[config.mk]
export PLATFORM = sky130hd
export DESIGN_NAME = mc_control
export DESIGN_NICKNAME = d
export VERILOG_FILES = /design/src/rtl/mc_control.sv
export SDC_FILE = /design/constraint.sdc
export NUM_CORES = 1
export LEC_CHECK = 0
export ABC_AREA = 0
export BUFFER_PORTS_ARGS = -buffer_cell sky130_fd_sc_hd__clkbuf_2
export CAP_MARGIN = 30
export CORE_MARGIN = 1
export CORE_UTILIZATION = 45
export DETAILED_ROUTE_END_ITERATION = 8
export PLACE_DENSITY = 0.86
export SLEW_MARGIN = 0
export SYNTH_ARGS = -nofsm -noshare
export SYNTH_HDL_FRONTEND = slang
export SYNTH_SLANG_ARGS = --single-unit
[constraint.sdc]
create_clock -name clk -period 1.7 [get_ports clk]
set_input_delay 0 -clock clk [delete_from_list [all_inputs] [get_ports clk]]
set_output_delay 0 -clock clk [all_outputs]
set_load 0.01 [all_outputs]
[src/rtl/mc_control.sv]
// Multi-cycle MIPS control FSM: sequences fetch/decode/execute/memory/writeback with mem_ready stalls.
// Define MC_CONTROL_TRAP_EN to make illegal opcodes trap until reset instead of executing as a NOP.
module mc_control (
  input  logic       clk,
  input  logic       reset,
  input  logic [5:0] opcode,
  input  logic       mem_ready,
  output logic       pc_write,
  output logic       pc_write_cond,
  output logic [1:0] pc_source,
  output logic       i_or_d,
  output logic       mem_read,
  output logic       mem_write,
  output logic       ir_write,
  output logic       reg_dst,
  output logic       mem_to_reg,
  output logic       reg_write,
  output logic       alu_src_a,
  output logic [1:0] alu_src_b,
  output logic       ext_zero,
  output logic [2:0] alu_op,
  output logic       instr_done,
  output logic       trap
);

  localparam logic [5:0] OP_R    = 6'b000000;
  localparam logic [5:0] OP_LW   = 6'b100011;
  localparam logic [5:0] OP_SW   = 6'b101011;
  localparam logic [5:0] OP_BEQ  = 6'b000100;
  localparam logic [5:0] OP_J    = 6'b000010;
  localparam logic [5:0] OP_ADDI = 6'b001000;
  localparam logic [5:0] OP_ANDI = 6'b001100;
  localparam logic [5:0] OP_ORI  = 6'b001101;

  typedef enum logic [3:0] {
    S_FETCH   = 4'd0,
    S_DECODE  = 4'd1,
    S_MEMADR  = 4'd2,
    S_MEMRD   = 4'd3,
    S_MEMWB   = 4'd4,
    S_MEMWR   = 4'd5,
    S_REXEC   = 4'd6,
    S_RWB     = 4'd7,
    S_BRANCH  = 4'd8,
    S_JUMP    = 4'd9,
    S_IEXEC   = 4'd10,
    S_IWB     = 4'd11,
    S_ILLEGAL = 4'd12
  } state_t;

  state_t state_q, state_d;
  // lw/sw choice is captured in DECODE because opcode is not trusted in MEMADR.
  logic   is_lw_q, is_lw_d;

  // State register with synchronous reset into FETCH.
  always_ff @(posedge clk) begin
    if (reset) begin
      state_q <= S_FETCH;
      is_lw_q <= 1'b0;
    end else begin
      state_q <= state_d;
      is_lw_q <= is_lw_d;
    end
  end

  // Next-state and Moore outputs; reset forces every output low.
  always_comb begin
    state_d       = state_q;
    is_lw_d       = is_lw_q;
    pc_write      = 1'b0;
    pc_write_cond = 1'b0;
    pc_source     = 2'b00;
    i_or_d        = 1'b0;
    mem_read      = 1'b0;
    mem_write     = 1'b0;
    ir_write      = 1'b0;
    reg_dst       = 1'b0;
    mem_to_reg    = 1'b0;
    reg_write     = 1'b0;
    alu_src_a     = 1'b0;
    alu_src_b     = 2'b00;
    ext_zero      = 1'b0;
    alu_op        = 3'b000;
    instr_done    = 1'b0;
    trap          = 1'b0;
    if (reset) begin
      state_d = S_FETCH;
    end else begin
      case (state_q)
        S_FETCH: begin
          mem_read  = 1'b1;
          alu_src_b = 2'b01;
          ir_write  = mem_ready;
          pc_write  = mem_ready;
          if (mem_ready) state_d = S_DECODE;
          else           state_d = S_FETCH;
        end
        S_DECODE: begin
          alu_src_b = 2'b11;
          is_lw_d   = (opcode == OP_LW);
          case (opcode)
            OP_LW, OP_SW:               state_d = S_MEMADR;
            OP_R:                       state_d = S_REXEC;
            OP_BEQ:                     state_d = S_BRANCH;
            OP_J:                       state_d = S_JUMP;
            OP_ADDI, OP_ANDI, OP_ORI:   state_d = S_IEXEC;
            default:                    state_d = S_ILLEGAL;
          endcase
        end
        S_MEMADR: begin
          alu_src_a = 1'b1;
          alu_src_b = 2'b10;
          state_d   = is_lw_q ? S_MEMRD : S_MEMWR;
        end
        S_MEMRD: begin
          mem_read = 1'b1;
          i_or_d   = 1'b1;
          if (mem_ready) state_d = S_MEMWB;
          else           state_d = S_MEMRD;
        end
        S_MEMWB: begin
          reg_write  = 1'b1;
          mem_to_reg = 1'b1;
          instr_done = 1'b1;
          state_d    = S_FETCH;
        end
        S_MEMWR: begin
          i_or_d     = 1'b1;
          mem_write  = 1'b1;
          instr_done = mem_ready;
          if (mem_ready) state_d = S_FETCH;
          else           state_d = S_MEMWR;
        end
        S_REXEC: begin
          alu_src_a = 1'b1;
          alu_op    = 3'b111;
          state_d   = S_RWB;
        end
        S_RWB: begin
          reg_write  = 1'b1;
          reg_dst    = 1'b1;
          instr_done = 1'b1;
          state_d    = S_FETCH;
        end
        S_BRANCH: begin
          alu_src_a     = 1'b1;
          alu_op        = 3'b001;
          pc_write_cond = 1'b1;
          pc_source     = 2'b01;
          instr_done    = 1'b1;
          state_d       = S_FETCH;
        end
        S_JUMP: begin
          pc_write   = 1'b1;
          pc_source  = 2'b10;
          instr_done = 1'b1;
          state_d    = S_FETCH;
        end
        S_IEXEC: begin
          alu_src_a = 1'b1;
          alu_src_b = 2'b10;
          case (opcode)
            OP_ANDI: begin alu_op = 3'b010; ext_zero = 1'b1; end
            OP_ORI:  begin alu_op = 3'b011; ext_zero = 1'b1; end
            default: begin alu_op = 3'b000; ext_zero = 1'b0; end
          endcase
          state_d = S_IWB;
        end
        S_IWB: begin
          reg_write  = 1'b1;
          instr_done = 1'b1;
          state_d    = S_FETCH;
        end
        S_ILLEGAL: begin
`ifdef MC_CONTROL_TRAP_EN
          trap    = 1'b1;
          state_d = S_ILLEGAL;
`else
          instr_done = 1'b1;
          state_d    = S_FETCH;
`endif
        end
        default: state_d = S_FETCH;
      endcase
    end
  end

endmodule

==> results of run 1 <==
-- cells in the mapped netlist --
cell type	count
sky130_fd_sc_hd__a2111oi_0	1
sky130_fd_sc_hd__a211o_1	1
sky130_fd_sc_hd__a211oi_1	2
sky130_fd_sc_hd__a21o_1	1
sky130_fd_sc_hd__a21oi_1	10
sky130_fd_sc_hd__a22oi_1	2
sky130_fd_sc_hd__a311o_1	1
sky130_fd_sc_hd__a311oi_1	1
sky130_fd_sc_hd__a32oi_1	1
sky130_fd_sc_hd__and2b_1	2
sky130_fd_sc_hd__and3_1	2
sky130_fd_sc_hd__buf_1	1
sky130_fd_sc_hd__buf_2	3
sky130_fd_sc_hd__buf_4	2
sky130_fd_sc_hd__buf_6	1
sky130_fd_sc_hd__clkbuf_1	8
sky130_fd_sc_hd__conb_1	1
sky130_fd_sc_hd__dfxtp_1	5
sky130_fd_sc_hd__inv_1	1
sky130_fd_sc_hd__nand2_1	5
sky130_fd_sc_hd__nand2b_1	4
sky130_fd_sc_hd__nand3_1	4
sky130_fd_sc_hd__nand4_1	1
sky130_fd_sc_hd__nor2_1	17
sky130_fd_sc_hd__nor2b_1	3
sky130_fd_sc_hd__nor3_1	8
sky130_fd_sc_hd__nor3b_1	1
sky130_fd_sc_hd__nor4_1	6
sky130_fd_sc_hd__nor4b_1	1
sky130_fd_sc_hd__nor4b_4	1
sky130_fd_sc_hd__o21ai_0	3
sky130_fd_sc_hd__o21bai_1	2
sky130_fd_sc_hd__o22ai_1	1
sky130_fd_sc_hd__o311ai_0	1
sky130_fd_sc_hd__o31ai_1	2
sky130_fd_sc_hd__or2_2	1
sky130_fd_sc_hd__or4_1	1
sky130_fd_sc_hd__or4b_4	1
sky130_fd_sc_hd__xor2_1	1
-- cell families after synthesis --
family	Yosys count
AO/OA/AOI/OAI	29
XOR/XNOR	1
buffers and inverters	16
flip-flops	5
other	1
AND/OR/NAND/NOR	58
-- stage by stage --
| stage | util, % | area (sq um) | std cells |
|---|---|---|---|
| 3_3_place_gp | 59.19 | 818.3 | 141 |
| 6_report | 61.81 | 854.6 | 145 |
| 3_5_place_dp | 59.19 | 818.3 | 141 |
| 5_1_grt | 61.81 | 854.6 | 145 |
| 2_1_floorplan | - | 709.4 | 110 |
| 4_1_cts | 61.27 | 847.1 | 145 |
-- metal layers --
layer | part of all wire [%] | wire length [microns]
met1 | 48 | 881
met2 | 49 | 903
met3 | 2.7 | 50
met4 | 0 | 0
met5 | 0 | 0
-- sequential cells by signal (all words and copies together) (netlist names) --
| register | count |
|---|---|
| state_q | 4 |
| is_lw_q | 1 |
-- what timing repair did --
item	4_1_cts	5_1_grt
pin swaps	0	0
setup endpoints to repair	1	2
gates resized for setup	1	2
-- worst register-to-register path, cell delays in order, from the launching register on --
cell,delay (ns)
sky130_fd_sc_hd__dfxtp_1,0.30
sky130_fd_sc_hd__or4b_4,0.57
sky130_fd_sc_hd__nor4b_4,0.30
sky130_fd_sc_hd__a21oi_1,0.11
sky130_fd_sc_hd__a21oi_1,0.12
-- layout make-up --
type / count / area (sq um)
clock buffer: 4 / 26.28
multi-input combinational: 89 / 540.5
timing repair buffer: 31 / 165.2
fill: 140 / 528.0
tap: 15 / 18.77
inverter: 1 / 3.754
sequential: 5 / 100.1
-- power groups by stage --
stage | sequential, mW | combinational, mW | clock, mW
detailed placement | 0.147 | 0.432 | 0
global placement | 0.146 | 0.422 | 0
finish | 0.145 | 0.445 | 0.136
CTS | 0.145 | 0.435 | 0.144
floorplan | 0.145 | 0.328 | 0
global route | 0.147 | 0.493 | 0.159
-- worst max-delay path by stage --
| stage | end | slack, ns | depth (start not counted) |
|---|---|---|---|
| global route | instr_done | 0.02 | 5 |
| detailed placement | state_q[0]$_SDFF_PP0_ | 0.23 | 4 |
| finish | instr_done | 0.18 | 5 |
| CTS | instr_done | 0.11 | 5 |
| floorplan | state_q[0]$_SDFF_PP0_ | 0.22 | 5 |
| global placement | is_lw_q$_SDFFE_PP0P_ | 0.28 | 4 |
==> results.cfg, run 1 <==
[clock_tree]
cts_hold_buf = 0
tritoncts = done
clk_pin_slew_ns = 0.04
clk_latency_ns = 0.24
h-tree-depth = 1
clock_sinks = 5
cts_root_buf = sky130_fd_sc_hd__clkbuf_4
cts_inserted_buffers = 3
post-cts-setup-buffers = 0
clk_buf_depth = 2

[worst_setup_path]
crit_path_top_delay_cell = sky130_fd_sc_hd__dfxtp_1
rr_endpoint = state_q[0]$_SDFF_PP0_
worst_r2r_startpoint = state_q[2]$_SDFF_PP0_
worst_ep_arrival_time_ns = 1.52
end_kind = output pin
setup.worst_path.class = reg2out
critPathMaxFanout = 20
path_buf_inv = 2
required_ns = 1.70
worst_setup_path_start_kind = register
crit_path_cell_trace = buf_4 > nand2b_4 > o21ai_0 > a311oi_1 > clkbuf_2
critPathMaxStageDelay_ns = 0.32
timing.reg2reg.worst_path_depth = 4
startpoint = state_q[0]$_SDFF_PP0_
r2r_slack_ns = 0.23
top_family_by_delay_on_critical_path = buffers and inverters

[die]
floorplan.initialDensity_pct = 51.31
io_pins = 29
placement_rows = 13
core_region_area_sq_um = 1383
die_height_microns = 41.71
dieWidth_microns = 41.71
die_area_sq_um = 1739

[finish]
layout_common_cells = sky130_fd_sc_hd__clkbuf_2, sky130_fd_sc_hd__nor2_1, sky130_fd_sc_hd__a21oi_1
num_antenna_cells = 0
layout_nets = 140
layout_commonest_cell = sky130_fd_sc_hd__clkbuf_2
drive_above_1_share_pct = 30.00
syn2layout_area_growth_pct = 20.46

[pwr]
sw_frac_of_total_pct = 44.89
power.clock.fraction_pct = 18.8
comb_power_share_pct = 61.3
seq_power_share_pct = 19.9
power.internal_mw = 0.4001
switching_power_of_the_nets_mw = 0.3260
power.ir.vdd_worst_v = 0.0004059
p_leak_nw = 0.3844
power-per-cell-area_nw_per_um2 = 849.7
totalPowerFinal_mw = 0.7261

[grt]
grt_pass1_vias = 698
use_met2_pct = 31.25
use_met1_pct = 29.10
gr-usage-all-layers_pct = 21.02
grt_pass1_wl_microns = 2960
antenna_found_initial = 0
global_route.peak_usage_layer = met2
grt_use_met3_pct = 7.826
grt_overflow = 0
grt_start_max_net_pins = 21

[worst_hold_path]
hold-path-cell-count = 3
timing.hold.worst.class = in2reg
worst_hold_launch = opcode[0]
min_delay_worst_endpoint = is_lw_q$_SDFFE_PP0P_

[timing]
fin_crit_ns = 1.525
max_freq_mhz = 655.8
setup_repair_after_global_routing_missed_its_margin = false
hold_viol_final = 0
timing.slew.headroom_pct = 66.06
final_report_max_slew_violation_count = 0
setup_viol = 0
fin_ws_ns = 0.1750
post-route-period-util_pct = 89.70
setup_total_negative_slack_ns = 0
tightest_pin_transition_ns = 0.5044
setup_clock_skew_after_layout_ns = 0.0003367
worst_hold_slack_ns = 0.1491

[logic_synthesis]
synth_seq_area_share_pct = 14.11
postSynthNetCount = 119
synth_top_family_by_area = simple AND/OR/NAND/NOR gates
synth_top_area_cell = sky130_fd_sc_hd__dfxtp_1
netlist-cell-type-count = 39
netlist.area_leader.share_pct = 14.11
synth_seq_cells = 5
synth.area.mux_share_pct = 0
post_synth_fa_ha_maj_area_fraction_pct = 0
avgSynthCellArea_sq_um = 6.449
synth_xor_area_share_pct = 1.235
synth_compound_gate_area_share_pct = 27.16
post_synth_instance_area_sq_um = 709.4
netlist_instances = 110
largest_cells_by_area_after_synthesis = sky130_fd_sc_hd__dfxtp_1, sky130_fd_sc_hd__nor2_1, sky130_fd_sc_hd__a21oi_1
synth_warnings = 0
synthSimpleGateAreaFrac_pct = 45.86

[routing]
drt_drc_violations_left = 0
route.final.wire_length_microns = 1836
routed_via_density = 6.028
total_vias_in_the_final_route = 874
antenna_left = 0
drt_first_pass_iters = 4
detail_route.wl_per_cell_microns = 12.66
number_of_violations_reported_at_the_end_of_detailed_routing_iteration_0 = 10

[outcome]
status = completed

[placed_design]
finalWeightedCongestion = 0.8376
hpwlAfterDp_microns = 1317
dp_slack_ns = 0.2315
portBuffers = 27

[run]
max_cap_violations = 0
(Power assumes the default switching activity.)
==> run 2, diff against run 1 <==
--- a/config.mk
+++ b/config.mk
@@ -9,9 +9,11 @@
 export BUFFER_PORTS_ARGS = -buffer_cell sky130_fd_sc_hd__clkbuf_2
 export CAP_MARGIN = 30
 export CORE_MARGIN = 1
-export CORE_UTILIZATION = 45
+export CORE_UTILIZATION = 42
+export CTS_BUF_LIST = sky130_fd_sc_hd__clkbuf_16
+export CTS_CLUSTER_DIAMETER = 50
 export DETAILED_ROUTE_END_ITERATION = 8
-export PLACE_DENSITY = 0.86
+export PLACE_DENSITY = 0.85
 export SLEW_MARGIN = 0
 export SYNTH_ARGS = -nofsm -noshare
 export SYNTH_HDL_FRONTEND = slang
==> constraint.sdc (replaced) <==
create_clock -name clk -period 1.3 [get_ports clk]
set_input_delay 0 -clock clk [delete_from_list [all_inputs] [get_ports clk]]
set_output_delay 0 -clock clk [all_outputs]
set_load 0.01 [all_outputs]
==> results.cfg, run 2 (same netlist as run 1, synthesis figures left out) <==
[die]
floorplan.initialDensity_pct = 46.02
die_area_sq_um = 1858
dieWidth_microns = 43.10
die_height_microns = 43.10
core_region_area_sq_um = 1541
placement_rows = 14
io_pins = 29

[finish]
filler_cell_count = 85
num_antenna_cells = 0
drive_above_1_share_pct = 59.21
largest_reg_flops = 4
layout_common_cells = sky130_fd_sc_hd__clkbuf_2, sky130_fd_sc_hd__nor2_1, sky130_fd_sc_hd__buf_2, sky130_fd_sc_hd__buf_4, sky130_fd_sc_hd__buf_6
largest_register = state_q
syn2layout_area_growth_pct = 84.48
layout_commonest_cell = sky130_fd_sc_hd__clkbuf_2
reg_top3 = state_q: 4 flops, is_lw_q: 1 flops
layout_nets = 162
stdcell_count = 168

[worst_setup_path]
worst_ep_arrival_time_ns = 1.69
worst_r2r_startpoint = state_q[3]$_SDFF_PP0_
worst_setup_path_start_kind = register
end_kind = register
setup.worst_path.class = reg2reg
critPathMaxFanout = 4
startpoint = state_q[3]$_SDFF_PP0_
required_ns = 1.45

[grt]
gr-usage-all-layers_pct = 28.31
antenna_found_initial = 0
grt_pass1_vias = 912
grt_pass1_wl_microns = 4057
grt_overflow = 0
grt_start_max_net_pins = 21

[clock_tree]
cts_root_buf = sky130_fd_sc_hd__clkbuf_16
clk_latency_ns = 0.23
cts_hold_buf = 0
h-tree-depth = 1
clk_buf_depth = 2
clk_pin_slew_ns = 0.04
cts_inserted_buffers = 3
clock_sinks = 5
tritoncts = done

[routing]
routed_via_density = 6.500
drt_drc_violations_left = 0
drt_first_pass_iters = 4
total_vias_in_the_final_route = 1092
antenna_left = 0
route.final.wire_length_microns = 3077
number_of_violations_reported_at_the_end_of_detailed_routing_iteration_0 = 45
detail_route.wl_per_cell_microns = 18.32

[timing]
fin_ws_ns = -0.2382
setup_clock_skew_after_layout_ns = 0.003461
final_report_max_slew_violation_count = 0
max_freq_mhz = 650.1
fin_crit_ns = 1.538
post-route-period-util_pct = 118.3
hold_viol_final = 0
setup_viol = 20
setup_repair_after_global_routing_missed_its_margin = true

[outcome]
violations = negative setup slack
status = finished with violations

[pwr]
totalPowerFinal_mw = 1.705
power.ir.vdd_worst_v = 0.001688
p_leak_nw = 0.5893
power-per-cell-area_nw_per_um2 = 1303

[run]
max_cap_violations = 0

[placed_design]
finalWeightedCongestion = 0.8629
portBuffers = 27
numPlacedInstances = 153
hpwlAfterDp_microns = 1459

[worst_hold_path]
worst_hold_launch = opcode[4]
timing.hold.worst.class = in2reg
## run 2: through the flow
stage	util (%)	hold slack, ns	setup slack, ns	setup TNS [ns]	instance area (sq um)
floorplan	-	0.09417	-0.1371	-0.3833	723.2
global placement	59.33	0.3616	-0.07250	-0.1818	914.6
detailed placement	59.33	0.3765	-0.1154	-0.3160	914.6
CTS	74.68	0.1536	-0.1511	-1.154	1151
global route	84.90	0.2098	-0.2868	-2.904	1309
finish	84.90	0.1677	-0.2382	-1.863	1309
## run 2: layout make-up
cell class / count / area [sq um] / share of cell area, %
inverters: 1 / 3.754 / 0.2868
clock buffers: 3 / 75.07 / 5.736
repair buffers: 53 / 412.9 / 31.55
well taps: 16 / 20.02 / 1.530
clock inverters: 1 / 3.754 / 0.2868
flip-flops and latches: 5 / 106.4 / 8.126
multi-input cells: 89 / 686.9 / 52.49
## run 2: path summary, 6_finish.rpt
kind,endpoint,slack [ns],cells after the start
max,is_lw_q$_SDFFE_PP0P_,-0.24,4
min reg2reg,is_lw_q$_SDFFE_PP0P_,0.62,2
max reg2reg,is_lw_q$_SDFFE_PP0P_,-0.24,4
min,state_q[1]$_SDFF_PP0_,0.17,4
## run 2: routing by layer
| metal | track usage [%] | wire [microns] | up-vias |
|---|---|---|---|
| met5 | 0 | 0 | - |
| met4 | 11.52 | 55 | 0 |
| met3 | 4.681 | 166 | 8 |
| met2 | 48.96 | 1636 | 59 |
| met1 | 34.10 | 1219 | 531 |
| li1 | - | - | 494 |
## run 2: what timing repair did
item                                    CTS  global route
pin swaps                                 7             2
buffers inserted                          9             1
hold endpoints to repair                  0             0
cloned                                    0             1
endpoints found under the setup margin   20            21
gates resized for setup                  26            41
## run 2: power by group
part	total, mW	internal (mW)	leakage, nW	switching [mW]
Combinational	0.972	0.456	0.505	0.516
Clock	0.521	0.400	0.0423	0.120
Sequential	0.213	0.182	0.0424	0.0302
Total	1.71	1.04	0.589	0.667
## run 2: critical path, stage by stage (launching register included)
cell and delay (ns):
sky130_fd_sc_hd__dfxtp_4 0.36, sky130_fd_sc_hd__or4b_4 0.56, sky130_fd_sc_hd__nor4b_4 0.28, sky130_fd_sc_hd__a32oi_1 0.14
sky130_fd_sc_hd__nor2_1 0.13
